### src/rtl/mul_div_unit.sv
// Execute-stage multiply/divide unit: fixed-latency multiply (with MADD/MSUB
// accumulate) and a 32-step radix-2 restoring divide, abortable by flush.
module mul_div_unit #(
   parameter int unsigned MUL_LAT = 2
) (
   input  logic        clk,
   input  logic        resetn,
   input  logic        start,
   input  logic [3:0]  op,
   input  logic [31:0] a,
   input  logic [31:0] b,
   input  logic [63:0] hilo_i,
   input  logic        flush,
   output logic        stall,
   output logic        done,
   output logic [63:0] hilo_o,
   output logic        hilo_we,
   output logic [31:0] mul_rd_o
);

   typedef enum logic [1:0] {S_IDLE, S_MUL, S_DIV, S_DONE} state_e;

   localparam logic [3:0] OP_MULT  = 4'd0;
   localparam logic [3:0] OP_MULTU = 4'd1;
   localparam logic [3:0] OP_DIV   = 4'd2;
   localparam logic [3:0] OP_DIVU  = 4'd3;
   localparam logic [3:0] OP_MUL   = 4'd4;
   localparam logic [3:0] OP_MADD  = 4'd5;
   localparam logic [3:0] OP_MADDU = 4'd6;
   localparam logic [3:0] OP_MSUB  = 4'd7;
   localparam logic [3:0] OP_MSUBU = 4'd8;

   localparam logic [4:0] MUL_LAST_CNT = 5'(MUL_LAT - 1);
   localparam logic [4:0] DIV_LAST_CNT = 5'd31;

   state_e      state_q, state_d;
   logic [3:0]  op_q;
   logic [31:0] a_q, b_q, dvs_q;
   logic [63:0] hilo_in_q;
   logic [4:0]  cnt_q, cnt_d;
   logic [31:0] rem_q, rem_d, quo_q, quo_d;
   logic        done_q, done_d, we_q, we_d;
   logic [63:0] hilo_q, hilo_d;
   logic [31:0] rd_q, rd_d;

   // Request decode
   logic        op_valid, op_is_div, accept, in_signed_div;
   logic [31:0] a_mag, b_mag;

   assign op_valid      = (op <= OP_MSUBU);
   assign op_is_div     = (op == OP_DIV) || (op == OP_DIVU);
   assign accept        = start & ~flush & op_valid;
   assign in_signed_div = (op == OP_DIV);
   assign a_mag         = (in_signed_div && a[31]) ? -a : a;
   assign b_mag         = (in_signed_div && b[31]) ? -b : b;

   // Multiply path: 64-bit product of sign- or zero-extended operands
   logic        mul_signed;
   logic [63:0] a_ext, b_ext, product, mul_res;

   assign mul_signed = (op_q == OP_MULT) || (op_q == OP_MUL) ||
                       (op_q == OP_MADD) || (op_q == OP_MSUB);
   assign a_ext      = mul_signed ? {{32{a_q[31]}}, a_q} : {32'd0, a_q};
   assign b_ext      = mul_signed ? {{32{b_q[31]}}, b_q} : {32'd0, b_q};
   assign product    = a_ext * b_ext;

   always_comb begin
      case (op_q)
         OP_MADD, OP_MADDU: mul_res = hilo_in_q + product;
         OP_MSUB, OP_MSUBU: mul_res = hilo_in_q - product;
         default:           mul_res = product;
      endcase
   end

   // Restoring divide step on magnitudes; rem stays below the divisor, so a
   // 33-bit difference is enough to decide whether the subtraction fits.
   logic [32:0] shifted, diff;
   logic        fits;
   logic [31:0] rem_nx, quo_nx;

   assign shifted = {rem_q, quo_q[31]};
   assign diff    = shifted - {1'b0, dvs_q};
   assign fits    = ~diff[32];
   assign rem_nx  = fits ? diff[31:0] : shifted[31:0];
   assign quo_nx  = {quo_q[30:0], fits};

   logic        div_signed, a_neg, b_neg;
   logic [31:0] quo_fix, rem_fix;
   logic [63:0] div_res;

   assign div_signed = (op_q == OP_DIV);
   assign a_neg      = div_signed & a_q[31];
   assign b_neg      = div_signed & b_q[31];
   assign quo_fix    = (a_neg ^ b_neg) ? -quo_nx : quo_nx;
   assign rem_fix    = a_neg ? -rem_nx : rem_nx;
   assign div_res    = (b_q == 32'd0) ? {a_q, 32'hFFFF_FFFF} : {rem_fix, quo_fix};

   // NOTE: every clocked register uses <= so all flops sample pre-edge values.
   always_ff @(posedge clk or negedge resetn) begin
      if (!resetn) state_q <= S_IDLE;
      else         state_q <= state_d;
   end

   // NOTE: each always_comb output gets a default first so no latch is inferred.
   always_comb begin
      state_d = state_q;
      if (flush) begin
         state_d = S_IDLE;
      end else begin
         case (state_q)
            S_IDLE:  if (accept) state_d = op_is_div ? S_DIV : S_MUL;
            S_MUL:   if (cnt_q == MUL_LAST_CNT) state_d = S_DONE;
            S_DIV:   if (cnt_q == DIV_LAST_CNT) state_d = S_DONE;
            S_DONE:  state_d = S_IDLE;
            default: state_d = S_IDLE;
         endcase
      end
   end

   always_comb begin
      stall  = resetn & (((state_q == S_IDLE) & start & op_valid) |
                         (state_q == S_MUL) | (state_q == S_DIV));
      done_d = 1'b0;
      we_d   = 1'b0;
      hilo_d = '0;
      rd_d   = '0;
      // DONE is only ever entered from MUL or DIV, never on a flush.
      if (state_d == S_DONE) begin
         done_d = 1'b1;
         if (state_q == S_DIV) begin
            we_d   = 1'b1;
            hilo_d = div_res;
         end else begin
            we_d   = (op_q != OP_MUL);
            hilo_d = mul_res;
            rd_d   = product[31:0];
         end
      end
   end

   always_comb begin
      cnt_d = cnt_q;
      rem_d = rem_q;
      quo_d = quo_q;
      case (state_q)
         S_IDLE: if (accept) begin
            cnt_d = '0;
            rem_d = '0;
            quo_d = a_mag;
         end
         S_MUL: cnt_d = cnt_q + 5'd1;
         S_DIV: begin
            cnt_d = cnt_q + 5'd1;
            rem_d = rem_nx;
            quo_d = quo_nx;
         end
         default: ;
      endcase
   end

   always_ff @(posedge clk or negedge resetn) begin
      if (!resetn) begin
         op_q      <= '0;
         a_q       <= '0;
         b_q       <= '0;
         dvs_q     <= '0;
         hilo_in_q <= '0;
         cnt_q     <= '0;
         rem_q     <= '0;
         quo_q     <= '0;
         done_q    <= 1'b0;
         we_q      <= 1'b0;
         hilo_q    <= '0;
         rd_q      <= '0;
      end else begin
         if (state_q == S_IDLE && accept) begin
            op_q      <= op;
            a_q       <= a;
            b_q       <= b;
            dvs_q     <= b_mag;
            hilo_in_q <= hilo_i;
         end
         cnt_q  <= cnt_d;
         rem_q  <= rem_d;
         quo_q  <= quo_d;
         done_q <= done_d;
         we_q   <= we_d;
         hilo_q <= hilo_d;
         rd_q   <= rd_d;
      end
   end

   assign done     = done_q;
   assign hilo_we  = we_q;
   assign hilo_o   = hilo_q;
   assign mul_rd_o = rd_q;

endmodule
### config.mk
export PLATFORM = sky130hd
export DESIGN_NAME = mul_div_unit
export DESIGN_NICKNAME = d
export VERILOG_FILES = /design/src/rtl/mul_div_unit.sv
export SDC_FILE = /design/constraint.sdc
export NUM_CORES = 2
export LEC_CHECK = 0
export BUFFER_PORTS_ARGS = -buffer_cell sky130_fd_sc_hd__buf_2
export CAP_MARGIN = 20
export CORE_UTILIZATION = 50
export DETAILED_ROUTE_END_ITERATION = 10
export HOLD_SLACK_MARGIN = 0.05
export PLACE_DENSITY = 0.73
export SYNTH_ARGS = -nofsm -noshare
export SYNTH_HDL_FRONTEND = slang
export SYNTH_SLANG_ARGS = --single-unit
### constraint.sdc
create_clock -name clk -period 11.3 [get_ports clk]
set_input_delay 1.695 -clock clk [delete_from_list [all_inputs] [get_ports clk]]
set_output_delay 1.695 -clock clk [all_outputs]
set_load 0.01 [all_outputs]
Word level (Yosys, flattened, before mapping)
Index checks and enable logic that the tools add are counted. W data, S select, Z words.

Add/subtract/negate cells: 8. Multipliers: 1. Magnitude comparators: 1. Equal/unequal tests: 16. Muxes and demuxes: 28. Bitwise operators: 12. Reductions and logical operators: 17.

Operators with widths (number): $mux W64 (5); $mux W32 (9); $neg A32 Y32 (4); $pmux W32 S2 (2); $pmux W64 S2 (1); $add A64 B64 Y64 (1); $mul A64 B64 Y64 (1); $sub A64 B64 Y64 (1); $sub A33 B32 Y33 (1); $logic_not A32 Y1 (1); $eq A4 B3 Y1 const B (4); $eq A4 B2 Y1 const B (3); $mux W2 (5); $pmux W5 S2 (1); $pmux W2 S4 (1); $and A1 B1 Y1 (7); $eq A2 B2 Y1 const B (3); $reduce_or A2 Y1 (3); $add A5 B1 Y5 const B (1); $eq A5 B1 Y1 const B (1); $eq A5 B5 Y1 const B (1); $mux W5 (1); $eq A4 B4 Y1 const B (1); $le A4 B4 Y1 const B (1); 13 further kinds (24).

Register bits after elaboration: 333. Output and inout port bits: 99. Word-level logic and storage cells: 96.

Depth between registers and ports, before layout
Depth in word-level cells: 10. Gate-level depth with buffers: 52. Mapped depth without buffers: 49.

Worst setup path after synthesis
No wires, ideal clock.

Path type: register -> register. Start: register op_q[0]. End: register hilo_q[61], in the netlist hilo_o[61]. Setup time: 0.136 ns. Data arrival time: 11.792 ns. Data required time: 11.164 ns. Setup slack: -0.628 ns. Cell stages (with the launch flop): 53. Cells stage by stage: dfrtp_1 > nor2_1 > a21oi_1 > nor2_1 > and2_1 > clkbuf_1 > clkbuf_1 > nand2_1 > fa_1 > inv_1 > fa_1 > inv_1 > fa_1 > inv_1 > fa_1 > inv_1 > fa_1 > inv_1 > [... 17 more ...] > nor3b_1 > and3_1 > a21oi_1 > xnor2_1 > ha_1 > clkbuf_1 > a21o_1 > a21o_1 > a21o_1 > nand2_1 > nand2_1 > a21oi_1 > nor2b_1 > o21ai_0 > nand2b_1 > a211o_1 > a221oi_1 > nor4_2.

Cells in the longest elaborated chain, start to end: 10.

Ends and longest elaborated chain: from (decl) (line 37) `logic [3:0] op_q;`; from (signal assigned) (line 177) `op_q <= op;`; $eq A4 B3 Y1 / $logic_not A4 Y1 (equally long branches) (line 61) `assign mul_signed = (op_q == OP_MULT) || (op_q == OP_MUL) ||`; $logic_or A1 B1 Y1 (2 in series) (line 61); $logic_or A1 B1 Y1 (line 62) `(op_q == OP_MADD) || (op_q == OP_MSUB);`; $mux W64 (on tied branches) (line 63, 64); $mul A64 B64 Y64 (line 65) `assign product = a_ext * b_ext;`; $sub A64 B64 Y64 / $add A64 B64 Y64 (equally long branches) (line 70, 69); $pmux W64 S2 (line 68) `case (op_q)`; $mux W64 (*) (line 130) `if (state_q == S_DIV) begin`; $mux W64 (*) (line 128) `if (state_d == S_DONE) begin`; named net hilo_d[61] (line 43) `logic [63:0] hilo_q, hilo_d;`; to (signal assigned) (line 188) `hilo_q <= hilo_d;`; to (decl) (line 43).

Mark *: on every way through the listed nets, which the timed path passes. The rest lies on a longest branch. A chain may end at the register's enable or synchronous reset.

Worst setup path in the final report
Start: register op_q[0]. End: register hilo_q[60], in the netlist hilo_o[60].

The elaborated chain is that of the path after synthesis.

==> flow_metrics.py <==
metrics = {
    "timing": {
        "setup_violations": 11,
        "fmaxAchievable_mhz": 87.43,
        "hold_viol": 0,
        "rsz0062_at_grt": "yes",
        "skew_ns": 0.02189,
        "worst_slack_ns": -0.1377,
        "finalCritPeriodShare_pct": 101.2,
        "fin_tns_setup_ns": -0.8754,
        "finalMaxSlewViolations": 0,
        "max_slew_margin_pct": 18.99,
        "finalCriticalPeriod_ns": 11.44,
        "worstMarginPinSlew_ns": 1.202,
    },
    "global_route": {
        "grt_pass1_vias": 66350,
        "grt_max_degree": 98,
        "gr-total-overflow": 0,
        "grtUsageTotal_pct": 33.48,
        "antenna_found_initial": 24,
        "grt_pass1_wl_mm": 374.4,
    },
    "route": {
        "drtIter0Drc": 4746,
        "routedWlPerCell_um": 21.89,
        "drc": 0,
        "vias": 61800,
        "finalWirelength_mm": 241.1,
        "first_pass_iters": 7,
        "via_per_inst": 5.611,
        "antenna_left": 0,
    },
    "synth": {
        "synth-edff-count": 0,
        "ys_types": 107,
        "synth_top_area_share_pct": 39.75,
        "syn_area_um2": 71810,
        "syn_nets": 10230,
        "synth_ff_type": "dfrtp_1",
        "synth-async-reset-ratio_pct": 100.0,
        "syn_inst": 8255,
        "synth-seq-area-share_pct": 11.57,
        "ys_ff_latch": 332,
        "yosys_warnings": 0,
        "synthTopCellsByArea": "fa_1 (40%), dfrtp_1 (12%), inv_1 (8.6%)",
        "synth.largest_area_cell": "fa_1",
        "avgSynthCellArea_um2": 8.699,
    },
    "worst_hold_path": {
        "hold_path_end": "dvs_q[17]",
        "min_from": "dvs_q[17]",
        "hold_depth": 2,
        "hp-class": "reg2reg",
    },
    "setup_path": {
        "reg2reg_depth": 48,
        "crit_path_start_kind": "flop",
        "crit_required_ns": 11.80,
        "crit_top_cell": "fa_2",
        "crit_slowest_cell": "fa_2",
        "setup.worst_path.end_class": "flop",
        "rr_startpoint": "op_q[0]",
        "crit_fanout": 6,
        "timing.rr.end": "hilo_o[60]",
        "max_stage_delay_ns": 0.60,
        "arrival_ns": 11.94,
        "rrSetupSlack_ns": -0.14,
        "crit_type": "reg2reg",
    },
    "floorplan": {
        "rows": 138,
        "ioPinCount": 235,
        "die_area_um2": 145100,
        "core_um2": 142100,
        "initial_core_util_pct": 50.53,
        "die_h_um": 381.0,
        "dieWidth_um": 381.0,
    },
    "layout": {
        "postLayoutCellArea_um2": 85230,
        "nNetsFinal": 11040,
        "drive_gt1_share_pct": 18.58,
        "area_delta_synth_final_pct": 18.68,
    },
    "placement": {
        "hpwl_mm": 202.9,
        "gp_congestion": 1.051,
        "io_buffers": 234,
        "placed_area_um2": 81280,
    },
    "clock_network": {
        "cts-root-buf": "clkbuf_16",
        "clkLatencyLatePin_ns": 0.60,
        "cts_tree": "built",
        "clock-sinks": 332,
        "cts_buffer_depth": 3,
        "h-tree-depth": 2,
        "path_clk_slew_ns": 0.06,
        "cts_buffers": 39,
    },
    "status": {
        "status": "complete, but fails checks",
        "failed_checks": "negative setup slack",
    },
    "run": {
        "drv_cap": 0,
    },
}
## area by class of cell
cell class | count | area (um^2)
Multi-Input combinational cell | 5828 | 57480
Fill cell | 12120 | 56880
Timing Repair Buffer | 1227 | 9483
Sequential cell | 332 | 8322
Inverter | 1645 | 6186
Tap cell | 1890 | 2365
Clock buffer | 54 | 1125
Clock inverter | 15 | 212.7
Antenna cell | 23 | 57.56
## cells in the final DEF, fill, tap and decap left out, types with 22 or more instances in the layout
| cell | n |
|---|---|
| or3_1 | 29 |
| buf_4 | 901 |
| nor2b_1 | 22 |
| a31oi_1 | 36 |
| and3_1 | 48 |
| nand2b_1 | 29 |
| fa_1 | 1387 |
| nor3_1 | 58 |
| a21oi_1 | 257 |
| nand3_1 | 53 |
| diode_2 | 23 |
| o211ai_1 | 24 |
| nor2_1 | 288 |
| o31ai_1 | 31 |
| ha_1 | 375 |
| clkbuf_16 | 42 |
| a211oi_2 | 24 |
| nor4_1 | 29 |
| buf_12 | 51 |
| ha_4 | 30 |
| o21a_1 | 38 |
| o21ai_1 | 38 |
| buf_6 | 33 |
| fa_2 | 39 |
| a211oi_1 | 32 |
| dfrtp_1 | 321 |
| xor2_1 | 136 |
| xnor2_1 | 212 |
| nand4_1 | 47 |
| inv_1 | 1623 |
| nand2_1 | 1412 |
| and2_1 | 350 |
| a21oi_2 | 34 |
| mux2i_1 | 35 |
| a221oi_1 | 27 |
| a21o_1 | 75 |
| buf_2 | 234 |
| o21ai_0 | 220 |
## metal layers
layer  routed length [um]  vias to the layer above  track usage, %  share of wire (%)
met4                20740                        2           23.67                8.6
met5                   14                        -               0             0.0058
met3                15890                      888           4.578                6.6
met2               118200                     2632           57.40                 49
li1                     -                    26940               -                  -
met1                86240                    31340           38.62                 36
## metrics by stage
step           hold slack (ns)  std cells  setup slack [ns]  util (%)
2_1_floorplan           0.4498       8255          -0.03354         -
6_report                0.4796      11010           -0.1377     59.97
3_5_place_dp            0.4704      10850           -0.7928     57.20
5_1_grt                 0.5089      11010           -0.5549     59.97
3_3_place_gp            0.4669      10850           -0.5965     57.18
4_1_cts                 0.4825      10950           -0.2143     58.80
## cell families (layout without fill, tap and decap cells)
group | count (synthesis) | after routing | synth area share (%)
AND/OR/NAND/NOR | 2537 | 2537 | 16.08
buffers and inverters | 2095 | 2941 | 11.01
XOR/XNOR | 364 | 364 | 4.450
flip-flops | 332 | 332 | 11.57
other | 0 | 23 | 0
multiplexers | 39 | 39 | 0.5506
AO/OA/AOI/OAI | 1051 | 1051 | 9.432
adder cells (fa/ha/maj) | 1837 | 1837 | 46.91
## worst max path at each step
stage,from,end,slack [ns],cells past startpoint
floorplan,op_q[0],hilo_o[61],-0.03,52
global placement,op_q[0],hilo_o[58],-0.60,48
detailed placement,op_q[0],hilo_o[58],-0.79,48
CTS,op_q[1],hilo_o[60],-0.21,47
global route,op_q[0],hilo_o[63],-0.55,47
finish,op_q[0],hilo_o[60],-0.14,48
## repair_timing
action / 4_1_cts / 5_1_grt
cloned: 1 / 2
resized for setup: 169 / 284
pin swaps: 68 / 204
setup endpoints to repair: 24 / 32
hold buffers: 0 / 0
setup buffers: 28 / 47
## Yosys cell counts (17+ instances only)
cell,count
mux2i_1,35
or3_1,34
inv_1,1644
nand3_1,59
a21o_1,75
fa_1,1426
o21ai_0,256
o21bai_1,23
dfrtp_1,332
nand2_1,1435
o31ai_1,37
a21oi_1,304
and2_1,356
nor4_1,32
ha_1,409
nand4_1,47
buf_2,17
a211oi_1,58
clkbuf_1,419
nand2b_1,31
a31oi_1,43
o211ai_1,24
xnor2_1,223
o21a_1,39
nor2b_1,24
nor3_1,76
nor2_1,307
xor2_1,140
and3_1,52
a221oi_1,31
## critical path, delay by kind of cell, from the launching register on
family                     cells  cell delay, ns
adders and majority gates     12            5.59
and+or+nand+nor               10            2.13
AOI/OAI and AO/OA             16            2.04
buffers and inverters          9            0.99
DFF                            1            0.41
xor gates and xnor gates       1            0.17
## state kept, by name (all words and copies together), names as in the netlist
| name | flops |
|---|---|
| b_q | 32 |
| state_q | 2 |
| hilo_in_q | 64 |
| hilo_we | 1 |
| quo_q | 32 |
| cnt_q | 5 |
| a_q | 32 |
| mul_rd_o | 32 |
| rem_q | 32 |
| op_q | 4 |
| done | 1 |
| hilo_o | 64 |
| dvs_q | 31 |
Power is left out: the tool's default activity adds up to more than one toggle a clock period on the data nets, which glitch-free logic cannot reach.
